`config.mk`:
```
export PLATFORM = sky130hd
export DESIGN_NAME = sd_rd_block
export DESIGN_NICKNAME = d
export VERILOG_FILES = /design/src/rtl/sd_rd_block.sv
export SDC_FILE = /design/constraint.sdc
export NUM_CORES = 1
export LEC_CHECK = 0
export ABC_AREA = 1
export CAP_MARGIN = 20
export CELL_PAD_IN_SITES_DETAIL_PLACEMENT = 1
export CELL_PAD_IN_SITES_GLOBAL_PLACEMENT = 2
export CORE_MARGIN = 2
export CORE_UTILIZATION = 37
export CTS_CLUSTER_SIZE = 30
export DETAILED_ROUTE_END_ITERATION = 8
export HOLD_SLACK_MARGIN = 0.03
export PLACE_DENSITY = 0.87
export SLEW_MARGIN = 20
export SYNTH_ARGS = -nofsm -noshare
export SYNTH_HDL_FRONTEND = slang
export SYNTH_SLANG_ARGS = --single-unit
```
`constraint.sdc`:
```
create_clock -name clk -period 6.2 [get_ports clk]
set_clock_uncertainty 0.05 [all_clocks]
set_input_delay 1.24 -clock clk [delete_from_list [all_inputs] [get_ports clk]]
set_output_delay 1.24 -clock clk [all_outputs]
set_load 0.005 [all_outputs]
```
`src/rtl/sd_rd_block.sv`:
```
// sd_rd_block: SPI-mode SD single-block read engine (CMD17).
// Accepts a start edge and a 32-bit block address, reads one 512-byte block
// and streams it out as 256 16-bit words (first card byte in [15:8]).
// Optional build macro SD_RD_CRC_CHECK_EN: when defined, the data CRC16-CCITT
// is checked and a mismatch raises rd_err during POST.
//
// state  | meaning
// -------+---------------------------------------------------------------
// IDLE   | waiting for an accepted start edge
// PRE    | CS low, 8 SCLK with MOSI high
// CMD    | shift 0x51, address, 0xFF (48 bits, MSB first)
// R1     | poll bytes until MSB=0; 0x00 -> TOKEN, else / timeout -> ERR
// TOKEN  | poll bytes for 0xFE; timeout -> ERR
// DATA   | 4096 data bits, one word strobe every 16 bits
// CRC    | 16 CRC bits
// POST   | 8 SCLK with MOSI high, then CS high
// END    | one clk with CS high and busy still set
// ERR    | one-clk rd_err pulse, then POST
module sd_rd_block #(
    parameter int CLK_DIV       = 2,
    parameter int R1_TIMEOUT    = 16,
    parameter int TOKEN_TIMEOUT = 4096
) (
    input  logic        clk,
    input  logic        rst,
    input  logic        sd_init_done,
    input  logic        rd_start_en,
    input  logic [31:0] rd_sec_addr,
    output logic        rd_busy,
    output logic        rd_val_en,
    output logic [15:0] rd_val_data,
    output logic        rd_err,
    output logic        sd_cs,
    output logic        sd_sclk,
    output logic        sd_mosi,
    input  logic        sd_miso
);

    localparam int TO_MAX = (R1_TIMEOUT > TOKEN_TIMEOUT) ? R1_TIMEOUT : TOKEN_TIMEOUT;
    localparam int BW     = $clog2(TO_MAX + 1);
    localparam int DW     = (CLK_DIV > 1) ? $clog2(CLK_DIV) : 1;
    localparam logic [DW-1:0] DIV_LOAD = DW'(CLK_DIV - 1);

    typedef enum logic [3:0] {
        S_IDLE, S_PRE, S_CMD, S_R1, S_TOKEN, S_DATA, S_CRC, S_POST, S_END, S_ERR
    } state_t;

    state_t          r_state;
    state_t          w_state_nxt;
    logic [DW-1:0]   r_div;
    logic            r_sclk;
    logic            r_start_q;
    logic            r_start_qq;
    logic [47:0]     r_cmd;
    logic [15:0]     r_rx;
    logic [12:0]     r_bit_cnt;
    logic [BW-1:0]   r_byte_cnt;
    logic            r_val_en;
    logic [15:0]     r_val_data;

    logic            w_active;
    logic            w_tick;
    logic            w_rise;
    logic            w_fall;
    logic            w_accept;
    logic            w_byte_done;
    logic            w_entry;
    logic            w_busy;
    logic            w_cs_n;
    logic            w_mosi;
    logic            w_err;

    // SCLK runs only while the card is being clocked; ERR/END/IDLE keep it low.
    assign w_active    = (r_state == S_PRE)  || (r_state == S_CMD)  || (r_state == S_R1) ||
                         (r_state == S_TOKEN) || (r_state == S_DATA) || (r_state == S_CRC) ||
                         (r_state == S_POST);
    assign w_tick      = w_active && (r_div == '0);
    assign w_rise      = w_tick && !r_sclk;
    assign w_fall      = w_tick && r_sclk;
    assign w_accept    = (r_state == S_IDLE) && sd_init_done && r_start_q && !r_start_qq;
    assign w_byte_done = w_fall && (r_bit_cnt[2:0] == 3'd7);
    assign w_entry     = (w_state_nxt != r_state);

    // Register and edge-detect the start request.
    always_ff @(posedge clk or posedge rst) begin
        if (rst) begin
            r_start_q  <= 1'b0;
            r_start_qq <= 1'b0;
        end else begin
            r_start_q  <= rd_start_en;
            r_start_qq <= r_start_q;
        end
    end

    // SCLK divider; every bit is a rising tick then a falling tick, so states change with SCLK low.
    always_ff @(posedge clk or posedge rst) begin
        if (rst) begin
            r_div  <= DIV_LOAD;
            r_sclk <= 1'b0;
        end else if (!w_active) begin
            r_div  <= DIV_LOAD;
            r_sclk <= 1'b0;
        end else if (r_div == '0) begin
            r_div  <= DIV_LOAD;
            r_sclk <= ~r_sclk;
        end else begin
            r_div  <= r_div - 1'b1;
        end
    end

    // Command frame latched on accept, shifted out after each falling edge in CMD.
    always_ff @(posedge clk or posedge rst) begin
        if (rst) begin
            r_cmd <= '1;
        end else if (w_accept) begin
            r_cmd <= {8'h51, rd_sec_addr, 8'hFF};
        end else if ((r_state == S_CMD) && w_fall) begin
            r_cmd <= {r_cmd[46:0], 1'b1};
        end
    end

    // MISO shift register, sampled on the SCLK rising edge.
    always_ff @(posedge clk or posedge rst) begin
        if (rst) begin
            r_rx <= '0;
        end else if (w_rise) begin
            r_rx <= {r_rx[14:0], sd_miso};
        end
    end

    // Bit/byte counters: cleared on every state entry; polling states restart bits per byte.
    always_ff @(posedge clk or posedge rst) begin
        if (rst) begin
            r_bit_cnt  <= '0;
            r_byte_cnt <= '0;
        end else if (w_entry) begin
            r_bit_cnt  <= '0;
            r_byte_cnt <= '0;
        end else if (w_fall) begin
            if (((r_state == S_R1) || (r_state == S_TOKEN)) && w_byte_done) begin
                r_bit_cnt  <= '0;
                r_byte_cnt <= r_byte_cnt + BW'(1);
            end else begin
                r_bit_cnt  <= r_bit_cnt + 13'd1;
            end
        end
    end

    // Word strobe after every 16th data bit.
    always_ff @(posedge clk or posedge rst) begin
        if (rst) begin
            r_val_en   <= 1'b0;
            r_val_data <= '0;
        end else begin
            r_val_en <= 1'b0;
            if ((r_state == S_DATA) && w_fall && (r_bit_cnt[3:0] == 4'hF)) begin
                r_val_en   <= 1'b1;
                r_val_data <= r_rx;
            end
        end
    end

`ifdef SD_RD_CRC_CHECK_EN
    logic [15:0] r_crc;
    logic        r_crc_err;
    logic        w_crc_fb;

    assign w_crc_fb = r_crc[15] ^ sd_miso;

    // Serial CRC16-CCITT over the data bits; mismatch pulses on the first POST clk.
    always_ff @(posedge clk or posedge rst) begin
        if (rst) begin
            r_crc     <= '0;
            r_crc_err <= 1'b0;
        end else begin
            if (w_entry && (w_state_nxt == S_DATA)) begin
                r_crc <= '0;
            end else if ((r_state == S_DATA) && w_rise) begin
                r_crc <= {r_crc[14:0], 1'b0} ^ (w_crc_fb ? 16'h1021 : 16'h0000);
            end
            r_crc_err <= (r_state == S_CRC) && (w_state_nxt == S_POST) && (r_rx != r_crc);
        end
    end
`endif

    // State register.
    always_ff @(posedge clk or posedge rst) begin
        if (rst) begin
            r_state <= S_IDLE;
        end else begin
            r_state <= w_state_nxt;
        end
    end

    // Next-state logic; bit-level transitions happen on the falling SCLK tick.
    always_comb begin
        w_state_nxt = r_state;
        case (r_state)
            S_IDLE:  if (w_accept) w_state_nxt = S_PRE;
            S_PRE:   if (w_fall && (r_bit_cnt == 13'd7)) w_state_nxt = S_CMD;
            S_CMD:   if (w_fall && (r_bit_cnt == 13'd47)) w_state_nxt = S_R1;
            S_R1: begin
                if (w_byte_done) begin
                    if (!r_rx[7]) begin
                        w_state_nxt = (r_rx[7:0] == 8'h00) ? S_TOKEN : S_ERR;
                    end else if (r_byte_cnt == BW'(R1_TIMEOUT - 1)) begin
                        w_state_nxt = S_ERR;
                    end
                end
            end
            S_TOKEN: begin
                if (w_byte_done) begin
                    if (r_rx[7:0] == 8'hFE) begin
                        w_state_nxt = S_DATA;
                    end else if (r_byte_cnt == BW'(TOKEN_TIMEOUT - 1)) begin
                        w_state_nxt = S_ERR;
                    end
                end
            end
            S_DATA:  if (w_fall && (r_bit_cnt == 13'd4095)) w_state_nxt = S_CRC;
            S_CRC:   if (w_fall && (r_bit_cnt == 13'd15)) w_state_nxt = S_POST;
            S_POST:  if (w_fall && (r_bit_cnt == 13'd7)) w_state_nxt = S_END;
            S_END:   w_state_nxt = S_IDLE;
            S_ERR:   w_state_nxt = S_POST;
            default: w_state_nxt = S_IDLE;
        endcase
    end

    // Output decode from state; CS stays low through ERR so POST can close the frame.
    always_comb begin
        w_busy = (r_state != S_IDLE);
        w_cs_n = !(w_active || (r_state == S_ERR));
        w_mosi = (r_state == S_CMD) ? r_cmd[47] : 1'b1;
`ifdef SD_RD_CRC_CHECK_EN
        w_err  = (r_state == S_ERR) || r_crc_err;
`else
        w_err  = (r_state == S_ERR);
`endif
    end

    assign rd_busy     = w_busy;
    assign rd_val_en   = r_val_en;
    assign rd_val_data = r_val_data;
    assign rd_err      = w_err;
    assign sd_cs       = w_cs_n;
    assign sd_sclk     = r_sclk;
    assign sd_mosi     = w_mosi;

endmodule

```
; Word level (Yosys, flattened, before mapping)
; Index checks and enable logic that the tools add are counted.
[totals]
inputBits = 37
reg_bits = 115
[classes]
reduce_logical = 33
n_mux = 28
eq_ne = 19
bitwise_logic = 2
n_addsub = 3
[op_table]
columns = op, n
row1 = 48-bit 2-to-1 mux, 2
row2 = 13-bit 2-to-1 mux, 6
row3 = 4-bit 2-to-1 mux, 13
row4 = 4-bit case mux with 9 select lines, 1
row5 = 13-bit by 1-bit adder with 13-bit output (second input constant), 2
row6 = 13-bit by 12-bit equality test with 1-bit output (second input constant), 2
row7 = 13-bit by 4-bit equality test with 1-bit output (second input constant), 2
row8 = 4-bit by 3-bit equality test with 1-bit output (second input constant), 4
row9 = 1-bit logical AND, 15
row10 = 13-bit by 3-bit equality test with 1-bit output (second input constant), 1
row11 = 13-bit by 6-bit equality test with 1-bit output (second input constant), 1
row12 = 4-bit by 2-bit equality test with 1-bit output (second input constant), 2
row13 = 4-bit equality test (second input constant), 2
row14 = 8-bit equality test (second input constant), 1
row15 = 8-bit logical NOT, 1
row16 = 1-bit logical OR, 8
row17 = 1-bit 2-to-1 mux, 6
row18 = 2-bit nonzero test, 3
row19 = 4-bit by 1-bit equality test with 1-bit output (second input constant), 1
row20 = 4-bit logical NOT, 1
row21 = 4-bit != test, 1
row22 = 4-bit nonzero test, 1
row23 = 3-bit equality test (second input constant), 1
row24 = 1-bit logical NOT, 3
row25 = other kinds (4), 5

; Depth between registers and ports, before layout
[logic_depth]
depth_word = 15
ltp_mapped = 15
ltp_nobuf = 14

; Worst setup path after synthesis
; No wires, ideal clock.
[synth_path]
kind = input to register
start = input sd_init_done
end = register r_bit_cnt[0]
required_ps = 6085
slack_ps = 3789
setup_ps = 65
t_arrival_ps = 2295
path_buffers = 1
cell_stages = 11
path_cell_list = nand2_1 nor3_2 nor2_1 o21ai_1 nor2_1 nand2_1 nand2_1 nand2_2 buf_4 nand4_1 nand2_1
[synth_between]
elab_chain_len = 7
elab_cells_between_ends = 8
cone_classes = 1 x eq/ne / 3 x mux / 4 x reduce/logical
[synth_rtl]
columns = item, line_no
row1 = from (decl), 26  ; input logic sd_init_done,
row2 = 1-bit logical AND (*) (3 in series), 80  ; assign w_accept = (r_state == S_IDLE) && sd_init_done && r_start_q && !r_start_qq;
row3 = 4-bit 2-to-1 mux (*), 199  ; S_IDLE: if (w_accept) w_state_nxt = S_PRE;
row4 = 4-bit case mux with 9 select lines (*), 198  ; case (r_state)
row5 = named net w_state_nxt[0], 49  ; state_t w_state_nxt;
row6 = 4-bit != test (*), 82  ; assign w_entry = (w_state_nxt != r_state);
row7 = 13-bit 2-to-1 mux / 2-bit nonzero test (equally long branches), --
row8 = to (signal assigned), 144  ; r_bit_cnt <= r_bit_cnt + 13'd1;
row9 = to (decl), 56  ; logic [12:0] r_bit_cnt;
; The timed path passes the listed nets; every way through them passes the cells marked *.
; A chain may end at the register's enable or synchronous reset.

; Final worst setup path
[layout_path]
start = input sd_init_done
end = register r_cmd[26]
[layout_between]
elab_chain_len = 4
elab_cells_between_ends = 5
cone_classes = 1 x mux / 4 x reduce/logical
[layout_rtl]
columns = item, line_no
row1 = 1-bit logical AND (*) (3 in series), 80
row2 = 48-bit 2-to-1 mux / 2-bit nonzero test (equally long branches), --
row3 = to (signal assigned), 116  ; r_cmd <= {8'h51, rd_sec_addr, 8'hFF};
row4 = to (signal assigned), 118  ; r_cmd <= {r_cmd[46:0], 1'b1};
row5 = to (decl), 54  ; logic [47:0] r_cmd;
; Every way passes the cells marked *; elsewhere a longest branch is shown, timed or not.

==> out/metrics.cfg <==
[floorplanning]
fp.dieW_um = 125
core_region_area_um2 = 14500
die-area_um2 = 15700
die_y_um = 125
ios = 59
start_util_pct = 37.7
rows = 44

[synth]
yosysUniqueCellTypes = 39
synth_area_um2 = 5450
synth-compound-area-share_pct = 10.2
synth_warnings = 0
synth_top_family_by_area = simple AND/OR/NAND/NOR gates
synthXorXnorAreaFrac_pct = 2.41
synthSimpleGateAreaFrac_pct = 26.2
synthAdderAreaFrac_pct = 0.688
ys_async_sr_fraction_pct = 100
synth_mux_area_share_pct = 0
synth.top_cell.area_share_pct = 30.3
synth-edff-count = 0
synth_area_leaders = dfrtp_1, dfstp_2, nand2_1
syn_area_per_cell_um2 = 8.30
synth_nets = 697
synth_ff_type = dfrtp_1
ys_seq_elements = 107
synth_top_cell_by_area = dfrtp_1
ys_seq_area_share_pct = 50.0
postSynthCellCount = 657

[routing]
antenna_left = 0
met2_length_mm = 6.38
postRouteWirelength_mm = 13.3
vias_per_cell = 5.18
first_pass_iters = 4
post-route-drc-count = 0
wl_per_cell_um = 15.0
dr.first_iter.drc_count = 219
vias = 4602
top_layer = met4
wl_met3_um = 478
m1WireLength_mm = 6.28

[sta]
fmax_mhz = 274
finalHoldViolations = 0
worstMarginPinSlew_ns = 0.991
setup_tns_ns = 0
rsz0062_at_grt = no
drv_slew = 0
period_minus_slack_ns = 3.65
timing.final.crit_share_pct = 58.9
slew_headroom_pct = 33.8
setup_violations = 0

[cells_and_area]
drive_above_1_share_pct = 11.1
final_cell_mix = nand2_1, inv_1, dfrtp_1
fin_nets = 739
antenna_cells = 0
layout_commonest_cell = nand2_1
syn2layout_area_growth_pct = 19.3
final_cells = 888

[grt]
grt_pass1_wl_mm = 22.9
grt_pass1_vias = 4772
grt_overflow = 0
antenna_found_initial = 0
grt_max_degree = 78
grtUsageTotal_pct = 17.7

[critical_path]
critical_path_class = in2reg
start_kind = input port
critPathCaptureType = flop
arrival_ns = 3.85
r2r_slack_ns = 2.94
cp.required_ns = 6.40
worstPathMaxFanout = 35

[clock_tree]
cts_buffers = 9
insertion_delay_ns = 0.36
ctsLongestPathBuffers = 2
postCtsHoldBufs = 0
clock_sinks = 107
path_clk_slew_ns = 0.08
post_cts_buffers = 0
cts_resized = 0
cts-root-buf = clkbuf_16
cts_tree = done
h-tree-depth = 3

[place]
hpwlAfterDp_mm = 8.89
dp.cells = 871
gp_congestion = 0.780
port_buffers = 58

[run_status]
status = finished, final reports clean

[pwr]
leakage_uw = 0.00312
power_density_nw_per_um2 = 218
vdd_drop_max_v = 0.000148

[hold_path]
hold_path.class = reg2reg

[flow_run]
drv_cap = 0

-- layout make-up --
class | instances | area [um2]
Fill cell | 1712 | 7970
Sequential cell | 107 | 2730
Multi-Input combinational cell | 411 | 2170
Timing Repair Buffer | 62 | 631
Inverter | 108 | 408
Tap cell | 184 | 230
Clock buffer | 9 | 225
Clock inverter | 7 | 116
-- logic make-up after synthesis --
group / after synthesis
adders and majority gates: 3
DFF: 107
buffers and inverters: 139
AOI/OAI and AO/OA: 84
xor gates and xnor gates: 15
and+or+nand+nor: 309
-- worst paths after layout --
kind,start,to,depth (start not counted)
worst max register to register,r_state[3],r_byte_cnt[0],11
min in group asynchronous,rst,r_start_qq,2
worst max-delay path,sd_init_done,r_cmd[26],7
worst min register to register,r_start_q,r_start_qq,0
worst min-delay path,r_start_q,r_start_qq,0
max in group asynchronous,rst,r_cmd[13],3
-- cell usage after synthesis, types with 3 or more instances --
library cell    n
ha_1            3
a21oi_1         5
clkbuf_1       16
o221ai_1       30
buf_4           8
nor2_1         52
dfrtp_1        66
nor2_2          4
xor2_1         14
dfstp_2        41
nand3_1        20
o21ai_0        36
nand4_1        51
nor3_1         13
nand2_1       149
and2_1          3
o22ai_1         3
buf_2           6
nand2_2         3
nor4_1          3
inv_1         104
nor3b_1         3
a22oi_1         3
-- metal layers --
metal	GRT usage [%]	up-vias
met5	0	-
met4	4.77	0
met3	4.49	14
met2	28.7	71
met1	23.7	2272
li1	-	2245
-- power by group --
part           internal, uW  leakage (uW)  switching [uW]
registers               704       0.00130            4.42
logic                  23.0       0.00165            21.5
clock network           367      0.000167             298
-- worst max-delay path, stage by stage --
cell	delay (ns)
clkdlybuf4s50_1	0.40
nand2_1	0.10
nor3_4	0.05
buf_4	0.24
nor2_1	0.43
clkinv_1	0.87
o221ai_1	0.51
-- state kept, by name, summed over array words and instances (netlist names) --
| signal | flops |
|---|---|
| r_start_q | 1 |
| r_start_qq | 1 |
| r_state | 4 |
| r_bit_cnt | 13 |
| rd_val_data | 16 |
| rd_val_en | 1 |
| r_byte_cnt | 13 |
| r_div | 1 |
| r_cmd | 40 |
| r_rx | 16 |
| sd_sclk | 1 |
-- stage by stage --
step / instance area [um2] / util (%) / power (uW) / hold WS (ns) / worst slack, ns
2_1_floorplan: 5450 / - / 736 / 0.304 / 2.16
3_3_place_gp: 6130 / 42.4 / 766 / 0.320 / 2.38
3_5_place_dp: 6130 / 42.4 / 767 / 0.326 / 2.19
4_1_cts: 6470 / 44.7 / 1440 / 0.346 / 2.56
5_1_grt: 6510 / 44.9 / 1470 / 0.370 / 2.22
6_report: 6510 / 44.9 / 1420 / 0.342 / 2.55
No activity file was read; power rests on OpenSTA's default activity.
